==> config.mk <==
export PLATFORM = sky130hd
export DESIGN_NAME = noc_inject_arbiter_flat
export DESIGN_NICKNAME = d
export VERILOG_FILES = /design/src/rtl/noc_inject_arbiter_pkg.sv /design/src/rtl/noc_inject_arbiter_if.sv /design/src/rtl/noc_inject_arbiter_rr_arbiter.sv /design/src/rtl/noc_inject_arbiter.sv /design/src/flat_wrapper.sv
export SDC_FILE = /design/constraint.sdc
export NUM_CORES = 1
export LEC_CHECK = 0
export BUFFER_PORTS_ARGS = -buffer_cell sky130_fd_sc_hd__clkbuf_2
export CORE_MARGIN = 8
export CORE_UTILIZATION = 52
export DETAILED_ROUTE_END_ITERATION = 8
export PLACE_DENSITY_LB_ADDON = 0.1
export SKIP_CTS_REPAIR_TIMING = 1
export SYNTH_ARGS = -nofsm -noshare
export SYNTH_HDL_FRONTEND = slang
export SYNTH_SLANG_ARGS = --single-unit
==> constraint.sdc <==
create_clock -name noc_clk -period 10.35 [get_ports noc_clk]
set_input_delay 2.07 -clock noc_clk [delete_from_list [all_inputs] [get_ports noc_clk]]
set_output_delay 2.07 -clock noc_clk [all_outputs]
set_load 0.005 [all_outputs]
==> src/rtl/noc_inject_arbiter_pkg.sv <==
// Shared definitions for the NoC local-injection arbiter slice.
//   NOC_DATA_WIDTH : default flit payload width
//   arb_state_e    : arbiter FSM states (IDLE = free for a new header,
//                    LOCKED = wormhole owned by one requester until its tail)
//   wrap_inc       : modulo increment used to advance the round-robin pointer
package noc_inject_arbiter_pkg;

  localparam int unsigned NOC_DATA_WIDTH = 32;

  typedef enum logic {
    ST_IDLE,
    ST_LOCKED
  } arb_state_e;

  function automatic int unsigned wrap_inc(input int unsigned idx, input int unsigned n);
    return (idx + 1 >= n) ? 0 : idx + 1;
  endfunction

endpackage

==> src/rtl/noc_inject_arbiter_if.sv <==
// Handshake bundle between the packet sources, the arbiter and the router
// local input port.
//   req_valid/req_ready      per-requester flit handshake
//   req_flit                 packed flits, requester i at [i*DATA_W +: DATA_W]
//   req_is_header/is_tail    per-requester packet framing
//   out_valid/out_ready      registered flit handshake towards the router
//   out_flit/out_is_header/out_is_tail  registered flit and framing
// slave  : arbiter view; master : environment (sources + router) view.
interface noc_inject_arbiter_if
  import noc_inject_arbiter_pkg::*;
#(
  parameter int unsigned NUM_REQ = 4,
  parameter int unsigned DATA_W  = NOC_DATA_WIDTH
);
  logic [NUM_REQ-1:0]        req_valid;
  logic [NUM_REQ-1:0]        req_ready;
  logic [NUM_REQ*DATA_W-1:0] req_flit;
  logic [NUM_REQ-1:0]        req_is_header;
  logic [NUM_REQ-1:0]        req_is_tail;
  logic                      out_valid;
  logic                      out_ready;
  logic [DATA_W-1:0]         out_flit;
  logic                      out_is_header;
  logic                      out_is_tail;

  modport slave (
    input  req_valid, req_flit, req_is_header, req_is_tail, out_ready,
    output req_ready, out_valid, out_flit, out_is_header, out_is_tail
  );

  modport master (
    output req_valid, req_flit, req_is_header, req_is_tail, out_ready,
    input  req_ready, out_valid, out_flit, out_is_header, out_is_tail
  );
endinterface

==> src/rtl/noc_inject_arbiter_rr_arbiter.sv <==
// Combinational round-robin arbiter.
//   req       : request vector
//   rr_ptr    : highest-priority index this cycle
//   grant     : one-hot grant (zero when nothing requests)
//   grant_idx : index of the granted requester
//   grant_any : at least one request present
// The winner is the first requester at or after rr_ptr, searching cyclically.
module rr_arbiter #(
  parameter  int unsigned NUM_REQ = 4,
  localparam int unsigned IDX_W   = $clog2(NUM_REQ)
) (
  input  logic [NUM_REQ-1:0] req,
  input  logic [IDX_W-1:0]   rr_ptr,
  output logic [NUM_REQ-1:0] grant,
  output logic [IDX_W-1:0]   grant_idx,
  output logic               grant_any
);

  always_comb begin
    logic [IDX_W-1:0] pos;
    pos       = '0;
    grant     = '0;
    grant_idx = '0;
    grant_any = 1'b0;
    for (int unsigned off = 0; off < NUM_REQ; off++) begin
      pos = IDX_W'((32'(rr_ptr) + off) % NUM_REQ);
      if (!grant_any && req[pos]) begin
        grant_any  = 1'b1;
        grant[pos] = 1'b1;
        grant_idx  = pos;
      end
    end
  end

endmodule

==> src/rtl/noc_inject_arbiter.sv <==
// Shares one NoC local injection port between NUM_REQ packet sources.
// Round-robin arbitration at packet granularity with wormhole locking, a
// registered single-entry output stage, a forwarded-packet counter and a
// sticky protocol-error flag.
//   noc_clk    clock
//   noc_rst    synchronous active-high reset
//   bus        handshake bundle (slave modport)
//   busy       high while a packet holds the lock
//   grant_id   owner of the current/last packet
//   pkt_count  number of tails forwarded (wraps)
//   proto_err  sticky; set by a non-header flit in IDLE or a header from
//              the owner while LOCKED; cleared only by reset
module noc_inject_arbiter
  import noc_inject_arbiter_pkg::*;
#(
  parameter  int unsigned NUM_REQ = 4,
  parameter  int unsigned DATA_W  = NOC_DATA_WIDTH,
  parameter  int unsigned CNT_W   = 16,
  localparam int unsigned IDX_W   = $clog2(NUM_REQ)
) (
  input  logic                 noc_clk,
  input  logic                 noc_rst,
  noc_inject_arbiter_if.slave  bus,
  output logic                 busy,
  output logic [IDX_W-1:0]     grant_id,
  output logic [CNT_W-1:0]     pkt_count,
  output logic                 proto_err
);

  arb_state_e         state_q, state_d;
  logic [IDX_W-1:0]   owner_q;
  logic [IDX_W-1:0]   rr_ptr_q;
  logic [IDX_W-1:0]   grant_id_q;
  logic [CNT_W-1:0]   pkt_count_q;
  logic               proto_err_q;

  logic               out_valid_q;
  logic [DATA_W-1:0]  out_flit_q;
  logic               out_is_header_q;
  logic               out_is_tail_q;

  logic [NUM_REQ-1:0] cand;
  logic [NUM_REQ-1:0] arb_grant;
  logic [IDX_W-1:0]   arb_idx;
  logic               arb_any;

  logic               can_load;
  logic [IDX_W-1:0]   sel_idx;
  logic               sel_ok;
  logic               in_fire;
  logic               err_now;
  logic [DATA_W-1:0]  sel_flit;
  logic               sel_hdr;
  logic               sel_tail;

  // Only headers compete for a free port; stray body flits are errors.
  assign cand     = bus.req_valid & bus.req_is_header;
  assign can_load = !out_valid_q || bus.out_ready;

  rr_arbiter #(
    .NUM_REQ (NUM_REQ)
  ) u_rr_arbiter (
    .req       (cand),
    .rr_ptr    (rr_ptr_q),
    .grant     (arb_grant),
    .grant_idx (arb_idx),
    .grant_any (arb_any)
  );

  always_ff @(posedge noc_clk) begin
    if (noc_rst) state_q <= ST_IDLE;
    else         state_q <= state_d;
  end

  always_comb begin
    state_d       = state_q;
    sel_idx       = arb_idx;
    sel_ok        = 1'b0;
    err_now       = 1'b0;
    bus.req_ready = '0;
    unique case (state_q)
      ST_IDLE: begin
        sel_idx = arb_idx;
        sel_ok  = arb_any;
        if (can_load) bus.req_ready = arb_grant;
        err_now = |(bus.req_valid & ~bus.req_is_header);
      end
      ST_LOCKED: begin
        // A header from the owner is refused; the lock stays until its tail.
        sel_idx = owner_q;
        sel_ok  = bus.req_valid[owner_q] & ~bus.req_is_header[owner_q];
        if (can_load && sel_ok) bus.req_ready[owner_q] = 1'b1;
        err_now = bus.req_valid[owner_q] & bus.req_is_header[owner_q];
      end
      default: ;
    endcase

    in_fire  = sel_ok && can_load;

    sel_flit = '0;
    for (int unsigned i = 0; i < NUM_REQ; i++) begin
      if (IDX_W'(i) == sel_idx) sel_flit = bus.req_flit[i*DATA_W +: DATA_W];
    end
    sel_hdr  = bus.req_is_header[sel_idx];
    sel_tail = bus.req_is_tail[sel_idx];

    if (in_fire) state_d = sel_tail ? ST_IDLE : ST_LOCKED;
  end

  always_ff @(posedge noc_clk) begin
    if (noc_rst) begin
      owner_q         <= '0;
      rr_ptr_q        <= '0;
      grant_id_q      <= '0;
      pkt_count_q     <= '0;
      proto_err_q     <= 1'b0;
      out_valid_q     <= 1'b0;
      out_flit_q      <= '0;
      out_is_header_q <= 1'b0;
      out_is_tail_q   <= 1'b0;
    end else begin
      if (err_now) proto_err_q <= 1'b1;

      if (in_fire) begin
        out_valid_q     <= 1'b1;
        out_flit_q      <= sel_flit;
        out_is_header_q <= sel_hdr;
        out_is_tail_q   <= sel_tail;
        if (state_q == ST_IDLE) begin
          owner_q    <= sel_idx;
          grant_id_q <= sel_idx;
        end
        if (sel_tail) begin
          pkt_count_q <= pkt_count_q + CNT_W'(1);
          rr_ptr_q    <= IDX_W'(wrap_inc(32'(sel_idx), NUM_REQ));
        end
      end else if (bus.out_ready) begin
        out_valid_q <= 1'b0;
      end
    end
  end

  assign bus.out_valid     = out_valid_q;
  assign bus.out_flit      = out_flit_q;
  assign bus.out_is_header = out_is_header_q;
  assign bus.out_is_tail   = out_is_tail_q;

  assign busy      = (state_q == ST_LOCKED);
  assign grant_id  = grant_id_q;
  assign pkt_count = pkt_count_q;
  assign proto_err = proto_err_q;

endmodule

==> src/flat_wrapper.sv <==
// flat-port wrapper written by rule: the top's interface ports become plain ports
module noc_inject_arbiter_flat import noc_inject_arbiter_pkg::*;
#(
  parameter  int unsigned NUM_REQ = 4,
  parameter  int unsigned DATA_W  = NOC_DATA_WIDTH,
  parameter  int unsigned CNT_W   = 16,
  localparam int unsigned IDX_W   = $clog2(NUM_REQ)
)
  (noc_clk, noc_rst, busy, grant_id, pkt_count, proto_err, bus_req_valid, bus_req_flit, bus_req_is_header, bus_req_is_tail, bus_out_ready, bus_req_ready, bus_out_valid, bus_out_flit, bus_out_is_header, bus_out_is_tail);
  noc_inject_arbiter_if #(.NUM_REQ(NUM_REQ), .DATA_W(DATA_W)) bus_i ();
  input  logic noc_clk;
  input  logic noc_rst;
  output logic busy;
  output logic [IDX_W-1:0] grant_id;
  output logic [CNT_W-1:0] pkt_count;
  output logic proto_err;
  input wire logic [$bits(bus_i.req_valid)-1:0] bus_req_valid;
  input wire logic [$bits(bus_i.req_flit)-1:0] bus_req_flit;
  input wire logic [$bits(bus_i.req_is_header)-1:0] bus_req_is_header;
  input wire logic [$bits(bus_i.req_is_tail)-1:0] bus_req_is_tail;
  input wire logic [$bits(bus_i.out_ready)-1:0] bus_out_ready;
  output wire logic [$bits(bus_i.req_ready)-1:0] bus_req_ready;
  output wire logic [$bits(bus_i.out_valid)-1:0] bus_out_valid;
  output wire logic [$bits(bus_i.out_flit)-1:0] bus_out_flit;
  output wire logic [$bits(bus_i.out_is_header)-1:0] bus_out_is_header;
  output wire logic [$bits(bus_i.out_is_tail)-1:0] bus_out_is_tail;
  assign bus_i.req_valid = bus_req_valid;
  assign bus_i.req_flit = bus_req_flit;
  assign bus_i.req_is_header = bus_req_is_header;
  assign bus_i.req_is_tail = bus_req_is_tail;
  assign bus_i.out_ready = bus_out_ready;
  assign bus_req_ready = bus_i.req_ready;
  assign bus_out_valid = bus_i.out_valid;
  assign bus_out_flit = bus_i.out_flit;
  assign bus_out_is_header = bus_i.out_is_header;
  assign bus_out_is_tail = bus_i.out_is_tail;
  noc_inject_arbiter #(.NUM_REQ(NUM_REQ), .DATA_W(DATA_W), .CNT_W(CNT_W)) u_core (.noc_clk(noc_clk), .noc_rst(noc_rst), .bus(bus_i), .busy(busy), .grant_id(grant_id), .pkt_count(pkt_count), .proto_err(proto_err));
endmodule
; ---- Word level (Yosys, flattened, before mapping)
; Cells that the tools add are included.
[op_classes]
n_eq_ne = 3
n_mux = 52
add_sub_neg = 5
n_reduce_logical = 20
bitwise = 10
order_cmp = 12
[ops]
columns = operator, count
row1 = 2-to-1 mux 32 bit, 4
row2 = 2-to-1 mux 4 bit, 6
row3 = 2-to-1 mux 1 bit, 20
row4 = < comparator 2 x 3 -> 1 bit (second input constant), 6
row5 = adder 16 x 1 -> 16 bit (second input constant), 1
row6 = binary-select mux 1 bit (select 2 bit), 8
row7 = bitwise OR 4 bit, 3
row8 = demux 1 bit (select 2 bit), 5
row9 = greater-or-equal comparator 2 x 1 -> 1 bit (second input constant), 5
row10 = logical AND 1 bit, 10
row11 = 2-to-1 mux 2 bit, 5
row12 = bitwise AND 4 bit, 2
row13 = one-hot mux 4 bit (2 select lines), 1
row14 = adder 2 bit (second input constant), 2
row15 = equality test 2 bit (first input constant), 2
row16 = logical NOT 1 bit, 4
row17 = NOT 4 bit, 1
row18 = one-hot mux 1 bit (2 select lines), 2
row19 = one-hot mux 2 bit (2 select lines), 1
row20 = AND reduction 2 bit, 2
row21 = OR reduction 4 bit, 1
row22 = adder 2 x 1 -> 3 bit (second input constant), 1
row23 = greater-or-equal comparator 3 bit (second input constant), 1
row24 = adder 2 x 1 -> 2 bit (second input constant), 1
row25 = other kinds (6), 8
[word_totals]
out_inout_bits = 59
ff_bits = 57
in_bits = 143

; ---- Logic depth before layout (Yosys ltp)
; Gate-level depths: netlist (run 1).
[logic_depth]
depth_word = 19
mapped_depth = 17

; ---- Modules after synthesis
; Synthesis (run 1) repeated with hierarchy kept, for this count alone.
[unflattened]
hier_cells = 482
hier_area_um2 = 3896.2
[modules_own_cells]
columns = mod, cells_each, n_inst, area_per_inst_um2, seq_area_each_um2
row1 = noc_inject_arbiter, 437, 1, 3474.6, 1141.1
row2 = rr_arbiter, 45, 1, 421.7, 0.0

; ---- Least setup slack after synthesis (run 1)
; Ideal clock, no wire load.
[synth_timing]
path_type = input port to output port
start = input port bus_req_is_header[0]
end = output port bus_req_ready[3]
slack_ps = 4817
path_stages = 7
required_ps = 8280
arrival_time_ps = 3463
cell_sequence = buf_6 and2_4 mux4_2 nor2_1 a22o_1 a221oi_1 o21ai_0
[synth_via]
elab_chain_cells = 15
elab_cells_between_ends = 33
classes_between = mux: 20 / bitwise: 6 / reduce/logical: 7
[synth_rtl]
columns = item, line_no
row1 = from (decl), flat_wrapper.sv:19  ; input wire logic [$bits(bus_i.req_is_header)-1:0] bus_req_is_header;
row2 = bitwise AND 4 bit, noc_inject_arbiter.sv:57  ; assign cand = bus.req_valid & bus.req_is_header;
row3 = binary-select mux 1 bit (select 2 bit), noc_inject_arbiter_rr_arbiter.sv:27  ; if (!grant_any && req[pos]) begin
row4 = 2-to-1 mux 1 bit (not written as such), noc_inject_arbiter_rr_arbiter.sv:27
row5 = 2-to-1 mux 1 bit, noc_inject_arbiter_rr_arbiter.sv:27
row6 = logical NOT 1 bit, noc_inject_arbiter_rr_arbiter.sv:27
row7 = logical AND 1 bit, noc_inject_arbiter_rr_arbiter.sv:27
row8 = 2-to-1 mux 1 bit, noc_inject_arbiter_rr_arbiter.sv:27
row9 = logical NOT 1 bit, noc_inject_arbiter_rr_arbiter.sv:27
row10 = logical AND 1 bit, noc_inject_arbiter_rr_arbiter.sv:27
row11 = 2-to-1 mux 1 bit, noc_inject_arbiter_rr_arbiter.sv:27
row12 = logical NOT 1 bit, noc_inject_arbiter_rr_arbiter.sv:27
row13 = logical AND 1 bit, noc_inject_arbiter_rr_arbiter.sv:27
row14 = 2-to-1 mux 4 bit, noc_inject_arbiter_rr_arbiter.sv:27
row15 = 2-to-1 mux 4 bit, noc_inject_arbiter.sv:85  ; if (can_load) bus.req_ready = arb_grant;
row16 = one-hot mux 4 bit (2 select lines) *, noc_inject_arbiter.sv:81  ; unique case (state_q)
row17 = to (decl), flat_wrapper.sv:22  ; output wire logic [$bits(bus_i.req_ready)-1:0] bus_req_ready;
; Every way passes the cells marked *; elsewhere a longest branch is shown, timed or not. The select of a mux whose other input is x is not followed.

; ---- Final worst setup path (run 1)
[layout_timing]
start = input port bus_req_is_header[0]
end = output port bus_req_ready[1]
; The elaborated chain is that of the path after synthesis.

==> results of run 1 <==
final cells by class:
cell class	instances	area, sq um	area share
clock buffer	10	138	0.0251
tap	105	131	0.0239
inverter	12	57.6	0.0105
sequential	57	1140	0.208
timing repair buffer	203	1020	0.186
multi-input combinational	470	2960	0.539
clock inverter	6	42.5	0.00775
cells in the mapped netlist (2+ instances only):
| master | n |
|---|---|
| buf_1 | 7 |
| nor2b_1 | 13 |
| a21oi_1 | 45 |
| mux2_2 | 3 |
| nand2_1 | 78 |
| o21ai_0 | 36 |
| nand4_1 | 12 |
| buf_2 | 8 |
| buf_6 | 4 |
| nand3_1 | 10 |
| and3_1 | 6 |
| nor3_2 | 7 |
| or4_1 | 4 |
| a211oi_1 | 32 |
| mux2_4 | 5 |
| mux2i_1 | 32 |
| a221oi_1 | 5 |
| dfxtp_1 | 57 |
| ha_1 | 13 |
| and2_1 | 3 |
| nand4b_1 | 3 |
| nor3_1 | 13 |
| o41ai_1 | 2 |
| o31ai_1 | 7 |
| nand2b_1 | 6 |
| mux2_1 | 3 |
| nor4_1 | 5 |
| a22o_1 | 5 |
| inv_1 | 9 |
| o22ai_1 | 4 |
| a311oi_1 | 3 |
| and2_4 | 2 |
| o31a_1 | 3 |
| buf_4 | 3 |
| nor2_1 | 87 |
| mux4_2 | 3 |
| clkbuf_1 | 27 |
| a21o_1 | 2 |
metrics by stage:
step,cells,power [W],hold slack [ps]
floorplan,589,0.00119,453
global placement,847,0.00144,448
detailed placement,847,0.00147,464
CTS,863,0.00166,474
global route,863,0.00183,519
finish,863,0.00165,474
worst max-delay path: cells and delay by family:
kind / cells / cell delay [ps]
multiplexers: 1 / 540
AO/OA/AOI/OAI: 3 / 390
buffers and inverters: 2 / 290
AND/OR/NAND/NOR: 2 / 470
worst min-delay path by stage:
stage                                          endpoint  slack (ps)  cells after the start
floorplan           u_core.bus.out_is_tail$_SDFFE_PP0P_         450                      2
global placement    u_core.bus.out_is_tail$_SDFFE_PP0P_         450                      2
detailed placement  u_core.bus.out_is_tail$_SDFFE_PP0P_         460                      2
CTS                 u_core.bus.out_is_tail$_SDFFE_PP0P_         470                      2
global route        u_core.bus.out_is_tail$_SDFFE_PP0P_         520                      2
finish              u_core.bus.out_is_tail$_SDFFE_PP0P_         470                      2
kinds of logic after synthesis:
logic type                 share of synthesized area
and+or+nand+nor                                0.277
AOI/OAI and AO/OA                              0.229
buffers and inverters                         0.0711
DFF                                            0.260
muxes                                          0.127
adders and majority gates                     0.0370
sequential cells by signal (all words and copies together) (netlist names):
name	count
u_core.busy	1
u_core.bus.out_flit	32
u_core.rr_ptr_q	2
u_core.proto_err	1
u_core.bus.out_is_tail	1
u_core.grant_id	2
u_core.bus.out_is_header	1
u_core.bus.out_valid	1
u_core.pkt_count	16
per-layer routing:
layer	global-route usage	wire length (microns)	share of wire	vias to the layer above
met5	0	0	0	-
met4	0.0852	235	0.016	0
met3	0.0625	1220	0.085	22
met2	0.419	7150	0.50	194
met1	0.290	5820	0.40	2178
li1	-	-	-	2441
power groups by stage:
stage	Clock, W	Sequential [W]	Combinational (W)
floorplan	0	0.000352	0.000842
global placement	0	0.000368	0.00107
detailed placement	0	0.000372	0.00109
CTS	0.000193	0.000368	0.00110
global route	0.000206	0.000380	0.00124
finish	0.000190	0.000369	0.00109
==> metrics.cfg, run 1 <==
[status]
run_status = complete, no violations

[route]
viasPerCell = 5.60
wire_per_inst_microns = 16.7
vias = 4835
post-route-drc-count = 0
final_antenna_net_count = 0
dr.pass1.iters = 4
totalWireLength_mm = 14.4
drt_iter0_drc = 250

[synthesis]
netlist_area_sq_mm = 0.00440
synth-seq-cells = 57
synth_top_area_cell = dfxtp_1
avgSynthCellArea_sq_um = 7.46
async_flop_share = 0
ys.flop_type = dfxtp_1
syn_nets = 745
synth-edff-count = 0
yosys_warnings = 0
ys_seq_area_frac = 0.260
synthTopCellsByArea = dfxtp_1 26%, nor2_1 7.4%, mux2i_1 7.3%, nand2_1 6.7%, a211oi_1 5.5%
synth_cells = 589
synth_cell_types = 60
synth_top_area_frac = 0.260

[power]
p_seq_frac = 0.223
p_leak_nw = 2.49
clock_power_share = 0.115
comb_power_share = 0.662
power_density_mw_per_mm2 = 301
p_int_w = 0.000814
ir_drop_mv = 0.201
power.switching_w = 0.000839
swShare = 0.507

[global_route]
grt-ovfl-total = 0
grt_pass1_vias = 4771
grt_max_degree = 76
grt_pass1_wl_mm = 23.3
grtUsageTotal = 0.245
antenna_found_initial = 0

[floorplan]
rows = 33
die_h_microns = 108
core_area_sq_mm = 0.00822
die_w_microns = 108
io_pins = 202
dieArea_sq_mm = 0.0117
initial_core_util = 0.535

[job]
max-cap-violations = 0

[timing]
max_freq_mhz = 171
slew_viol_final = 0
finalHoldViolations = 0
final.min_clock_period_ps = 5840
layout_setup_ws_ps = 4510
max_slew.worst_pin.slew_ps = 1090
slew-limit-headroom = 0.272
rsz0062_at_grt = false
min_period_over_period = 0.564
setup_viol_count_final = 0
skew_ps = 8.35
tns_ps = 0

[clock_network]
path_clk_slew_ps = 70
cts_buffers = 9
clock-sinks = 57
cts_tree = built
ctsHtreeMaxLevel = 3
cts_buffer_depth = 2
root_buffer = clkbuf_8
insertion_delay_ps = 330

[finish]
final_common_cell = clkbuf_2
most-common-layout-cells = 201 x clkbuf_2, 86 x nor2_1, 78 x nand2_1
area.growth.synth_to_final_pct = 24.8
n_fill_cell = 763
fin_util = 0.668
finalNetCount = 909
post-route-cell-area_sq_mm = 0.00549
diodes = 0
drive_gt1_frac = 0.330

[place]
hpwlAfterDp_mm = 11.5
place_area_sq_mm = 0.00531
gp_congestion = 0.864
pre_cts_ws_ps = 4530
port_buffers = 201

[worst_setup_path]
crit_end = bus_req_ready[1]
crit_type = input port to primary output
critical_path.slowest_cell = mux4_2
crit_arrival_ps = 3770
critPathMaxStageDelay_ps = 540
reg2reg_to = u_core.bus.out_flit[15]$_SDFFE_PP0P_
critPathCaptureType = primary output
critPathLaunchType = input port
timing.rr.start = u_core.rr_ptr_q[0]$_SDFFE_PP0P_
worstPathCellList = clkbuf_2 > and2_4 > mux4_2 > nor2_1 > a22o_1 > a221oi_1 > o22ai_1 > clkbuf_2
ff2ff_path_depth = 13
crit_required_ps = 8280
r2r_setup_slack_ps = 5680
path_common_cell = clkbuf_2
worstPathMaxFanout = 9
startpoint = bus_req_is_header[0]

[hold_path]
hold_start = u_core.bus.out_is_tail$_SDFFE_PP0P_
hold_path.class = flip-flop to flip-flop

Note: power is estimated with default switching activity, not from simulation.
==> run 2: changes to the inputs <==
--- a/config.mk
+++ b/config.mk
@@ -7,7 +7,7 @@
 export LEC_CHECK = 0
 export BUFFER_PORTS_ARGS = -buffer_cell sky130_fd_sc_hd__clkbuf_2
 export CORE_MARGIN = 8
-export CORE_UTILIZATION = 52
+export CORE_UTILIZATION = 43
 export DETAILED_ROUTE_END_ITERATION = 8
 export PLACE_DENSITY_LB_ADDON = 0.1
 export SKIP_CTS_REPAIR_TIMING = 1
==> constraint.sdc (replaced) <==
create_clock -name noc_clk -period 5.2 [get_ports noc_clk]
set_input_delay 1.04 -clock noc_clk [delete_from_list [all_inputs] [get_ports noc_clk]]
set_output_delay 1.04 -clock noc_clk [all_outputs]
set_load 0.005 [all_outputs]
==> metrics.cfg, run 2 (synthesis gave the netlist of run 1 again) <==
[clock_network]
cts_tree = built
clock-sinks = 57
cts_buffers = 9
root_buffer = clkbuf_8
cts_buffer_depth = 2
path_clk_slew_ps = 70
ctsHtreeMaxLevel = 3
insertion_delay_ps = 350

[status]
run_status = complete, no violations

[floorplan]
dieArea_sq_mm = 0.0137
io_pins = 202
die_w_microns = 117
core_area_sq_mm = 0.0101
initial_core_util = 0.434
die_h_microns = 117
rows = 37

[route]
dr.pass1.iters = 4
vias = 4771
viasPerCell = 5.30
totalWireLength_mm = 14.9
drt_iter0_drc = 280
final_antenna_net_count = 0
wire_per_inst_microns = 16.6
post-route-drc-count = 0

[timing]
skew_ps = 14.2
setup_viol_count_final = 0
min_period_over_period = 0.791
slew-limit-headroom = 0.469
max_freq_mhz = 243
max_slew.worst_pin.slew_ps = 797
layout_setup_ws_ps = 1080
slew_viol_final = 0
rsz0062_at_grt = false
finalHoldViolations = 0
tns_ps = 0
final.min_clock_period_ps = 4120

[finish]
finalNetCount = 916
diodes = 0
final_cells = 901
largest_register_ffs = 32
n_fill_cell = 1027
post-route-cell-area_sq_mm = 0.00564
area.growth.synth_to_final_pct = 28.2
most-common-layout-cells = 201 x clkbuf_2, 86 x nor2_1, 78 x nand2_1
drive_gt1_frac = 0.333
final_common_cell = clkbuf_2

[job]
max-cap-violations = 0

[power]
ir_drop_mv = 0.281
power_density_mw_per_mm2 = 611
total_power_w = 0.00344
p_leak_nw = 2.55

[worst_setup_path]
crit_arrival_ps = 3080
ff2ff_path_depth = 14
critPathLaunchType = flip-flop
crit_required_ps = 4160
crit_type = flip-flop to primary output
critPathCaptureType = primary output
worstPathMaxFanout = 13

[global_route]
grt-ovfl-total = 0
grtUsageTotal = 0.217
antenna_found_initial = 0
grt_pass1_vias = 4842
grt_pass1_wl_mm = 23.5
grt_max_degree = 65

[place]
place_inst = 885
hpwlAfterDp_mm = 11.8
port_buffers = 201
place_area_sq_mm = 0.00540
gp_congestion = 0.881
pre_cts_ws_ps = 1120

[hold_path]
hold_path.class = flip-flop to flip-flop
hold_depth = 2

[run 2: cell count changes in the layout (fill, tap and decap cells not counted), sizes merged]
cell / change
buf: +7
bufinv: +3
clkinvlp: -2
clkbuf: +1
clkinv: -1
inv: -1
[run 2: metal layers]
| layer | global-route usage | vias up | share of wire |
|---|---|---|---|
| li1 | - | 2470 | - |
| met1 | 0.258 | 2097 | 0.43 |
| met2 | 0.355 | 176 | 0.47 |
| met3 | 0.0759 | 28 | 0.079 |
| met4 | 0.0785 | 0 | 0.021 |
| met5 | 0 | - | 0 |
[run 2: area by class of cell]
cell class | count | area (sq um) | area share
multi-input cells | 470 | 2960 | 0.525
flip-flops and latches | 57 | 1140 | 0.202
repair buffers | 210 | 1070 | 0.190
well taps | 136 | 170 | 0.0302
clock buffers | 11 | 131 | 0.0233
clock inverters | 5 | 104 | 0.0184
inverters | 12 | 57.6 | 0.0102
[run 2: final timing paths]
kind,endpoint,from,slack [ps]
worst min-delay path,u_core.bus.out_is_tail$_SDFFE_PP0P_,u_core.bus.out_is_tail$_SDFFE_PP0P_,460
worst max-delay path,bus_req_ready[1],u_core.rr_ptr_q[0]$_SDFFE_PP0P_,1080
worst max register to register,u_core.bus.out_flit[15]$_SDFFE_PP0P_,u_core.rr_ptr_q[0]$_SDFFE_PP0P_,1370
worst min register to register,u_core.bus.out_is_tail$_SDFFE_PP0P_,u_core.bus.out_is_tail$_SDFFE_PP0P_,460
[run 2: critical path, stage by stage (launching register included)]
cell,delay (ps)
dfxtp_1,640
clkinv_1,170
ha_1,510
nand2b_1,180
nor4_1,60
o31ai_1,370
nand2_1,180
a221oi_1,360
o22ai_1,140
clkbuf_2,130
[run 2: power breakdown]
| group | total [W] | switching [W] | internal [W] | leakage [nW] |
|---|---|---|---|---|
| Clock | 0.000505 | 0.000186 | 0.000319 | 0.118 |
| Sequential | 0.000741 | 0.000144 | 0.000597 | 0.469 |
| Combinational | 0.00219 | 0.00133 | 0.000862 | 1.96 |
[run 2: stage by stage]
stage / hold WS (ps) / utilization
after global routing: 502 / 0.556
after CTS: 462 / 0.556
after global placement: 445 / 0.533
after detailed placement: 452 / 0.533
after floorplan: 453 / -
final: 457 / 0.556
==> run 3: changes to the inputs <==
--- a/config.mk
+++ b/config.mk
@@ -5,9 +5,10 @@
 export SDC_FILE = /design/constraint.sdc
 export NUM_CORES = 1
 export LEC_CHECK = 0
+export ABC_AREA = 1
 export BUFFER_PORTS_ARGS = -buffer_cell sky130_fd_sc_hd__clkbuf_2
 export CORE_MARGIN = 8
-export CORE_UTILIZATION = 43
+export CORE_UTILIZATION = 42
 export DETAILED_ROUTE_END_ITERATION = 8
 export PLACE_DENSITY_LB_ADDON = 0.1
 export SKIP_CTS_REPAIR_TIMING = 1
==> constraint.sdc (replaced) <==
create_clock -name noc_clk -period 3.7 [get_ports noc_clk]
set_input_delay 0.74 -clock noc_clk [delete_from_list [all_inputs] [get_ports noc_clk]]
set_output_delay 0.74 -clock noc_clk [all_outputs]
set_load 0.005 [all_outputs]
==> metrics.cfg, run 3 <==
[status]
run_status = complete, no violations

[worst_setup_path]
crit_type = flip-flop to flip-flop
crit_arrival_ps = 3460
crit_required_ps = 3870
critPathCaptureType = flip-flop
worstPathMaxFanout = 16
critPathLaunchType = flip-flop

[global_route]
grt_pass1_vias = 4899
grt_pass1_wl_mm = 24.4
grt_max_degree = 56
antenna_found_initial = 0
grt-ovfl-total = 0
grtUsageTotal = 0.229

[synthesis]
avgSynthCellArea_sq_um = 6.50
ys.flop_type = dfxtp_1
netlist_area_sq_mm = 0.00410
synth_cell_types = 35
synth-seq-cells = 57
synth-edff-count = 0
syn_nets = 787
netlist_top_cells_count = 169 x nand2_1, 90 x a21oi_1, 75 x nand3_1, 57 x dfxtp_1, 38 x o21ai_0
yosys_warnings = 0
synth_top_area_frac = 0.278
synthTopCellsByArea = dfxtp_1 28%, nand2_1 15%, a21oi_1 11%, nand3_1 9.2%, o211ai_1 5.9%
ys_seq_area_frac = 0.278
synth_cells = 631
synthMostInstantiatedCell = nand2_1
async_flop_share = 0
synth_top_area_cell = dfxtp_1

[timing]
final.min_clock_period_ps = 3290
tns_ps = 0
skew_ps = 8.09
max_freq_mhz = 304
slew_viol_final = 0
setup_viol_count_final = 0
hold_ws_ps = 467
min_period_over_period = 0.890
slew-limit-headroom = 0.247
max_slew.worst_pin.slew_ps = 1130
rsz0062_at_grt = false
finalHoldViolations = 0

[route]
viasPerCell = 5.15
wire_per_inst_microns = 16.2
totalWireLength_mm = 15.4
dr.pass1.iters = 5
vias = 4906
post-route-drc-count = 0
final_antenna_net_count = 0
drt_iter0_drc = 379

[hold_path]
hold_path.class = flip-flop to flip-flop

[floorplan]
initial_core_util = 0.425
die_h_microns = 115
dieArea_sq_mm = 0.0132
die_w_microns = 115
io_pins = 202
rows = 36
core_area_sq_mm = 0.00964

[place]
gp_congestion = 0.937
hpwlAfterDp_mm = 12.1
port_buffers = 201

[clock_network]
insertion_delay_ps = 340
path_clk_slew_ps = 70
cts_buffer_depth = 2
cts_tree = built
clock-sinks = 57
root_buffer = clkbuf_8
cts_buffers = 9
ctsHtreeMaxLevel = 3

[power]
ir_drop_mv = 0.877
p_leak_nw = 2.63
power_density_mw_per_mm2 = 1230

[finish]
drive_gt1_frac = 0.308
n_fill_cell = 1017
multi_input_area_sq_mm = 0.00259
finalNetCount = 969
seqCellArea_sq_mm = 0.00114
largest_register_ffs = 32
final_common_cell = clkbuf_2
area.growth.synth_to_final_pct = 30.7
most-common-layout-cells = 201 x clkbuf_2, 169 x nand2_1, 90 x a21oi_1

[job]
max-cap-violations = 0

## run 3: final timing paths
kind         cells past startpoint                                 start                                    to  slack, ps
min reg2reg                      2  u_core.bus.out_flit[13]$_SDFFE_PP0P_  u_core.bus.out_flit[13]$_SDFFE_PP0P_        470
max                             15       u_core.rr_ptr_q[1]$_SDFFE_PP0P_  u_core.bus.out_flit[17]$_SDFFE_PP0P_        410
min                              2  u_core.bus.out_flit[13]$_SDFFE_PP0P_  u_core.bus.out_flit[13]$_SDFFE_PP0P_        470
max reg2reg                     15       u_core.rr_ptr_q[1]$_SDFFE_PP0P_  u_core.bus.out_flit[17]$_SDFFE_PP0P_        410
## run 3: cells by family after synthesis
group,count (synthesis),share of synthesized area
adders and majority gates,13,0.0397
buffers and inverters,82,0.0888
xor gates and xnor gates,14,0.0299
and+or+nand+nor,291,0.322
AOI/OAI and AO/OA,174,0.242
DFF,57,0.278
## run 3: worst max-delay path, cell delays in order, from the launching register on
cell        delay, ps
dfxtp_2           440
inv_1             180
ha_1              360
inv_1             100
nand3_1            90
nand2_2           110
nand3_2           100
o21ai_1           240
nor2_1             80
nor2_2            190
ha_1              360
clkinvlp_4        330
o21ai_0           260
nand2_1            80
o211ai_1          120
a21oi_1            80
## run 3: report_power, final
part	switching (W)	internal [W]
Sequential	0.000116	0.000785
Combinational	0.00333	0.00178
Clock	0.000270	0.000310
Total	0.00372	0.00287
## run 3: per-stage QoR
stage | cells | cell area (sq um) | utilization | power [W] | setup slack, ps
2_1_floorplan | 631 | 4100 | - | 0.00482 | 832
3_3_place_gp | 933 | 5140 | 0.533 | 0.00585 | 375
3_5_place_dp | 933 | 5140 | 0.533 | 0.00589 | 266
4_1_cts | 949 | 5330 | 0.553 | 0.00650 | 248
5_1_grt | 951 | 5360 | 0.556 | 0.00739 | 28.2
6_report | 952 | 5360 | 0.556 | 0.00659 | 406
## run 3: cell type report
type	instances	share of cell area
inverters	40	0.0297
repair inverters	1	0.00140
flip-flops and latches	57	0.213
clock inverters	7	0.0131
clock buffers	9	0.0231
multi-input cells	492	0.484
diodes	1	0.000467
well taps	133	0.0311
repair buffers	212	0.204
## run 3: routing by layer
layer / GRT usage / wire length (microns) / vias to the layer above
li1: - / - / 2526
met1: 0.279 / 6530 / 2169
met2: 0.370 / 7320 / 187
met3: 0.0714 / 1200 / 24
met4: 0.0893 / 340 / 0
met5: 0 / 0 / -
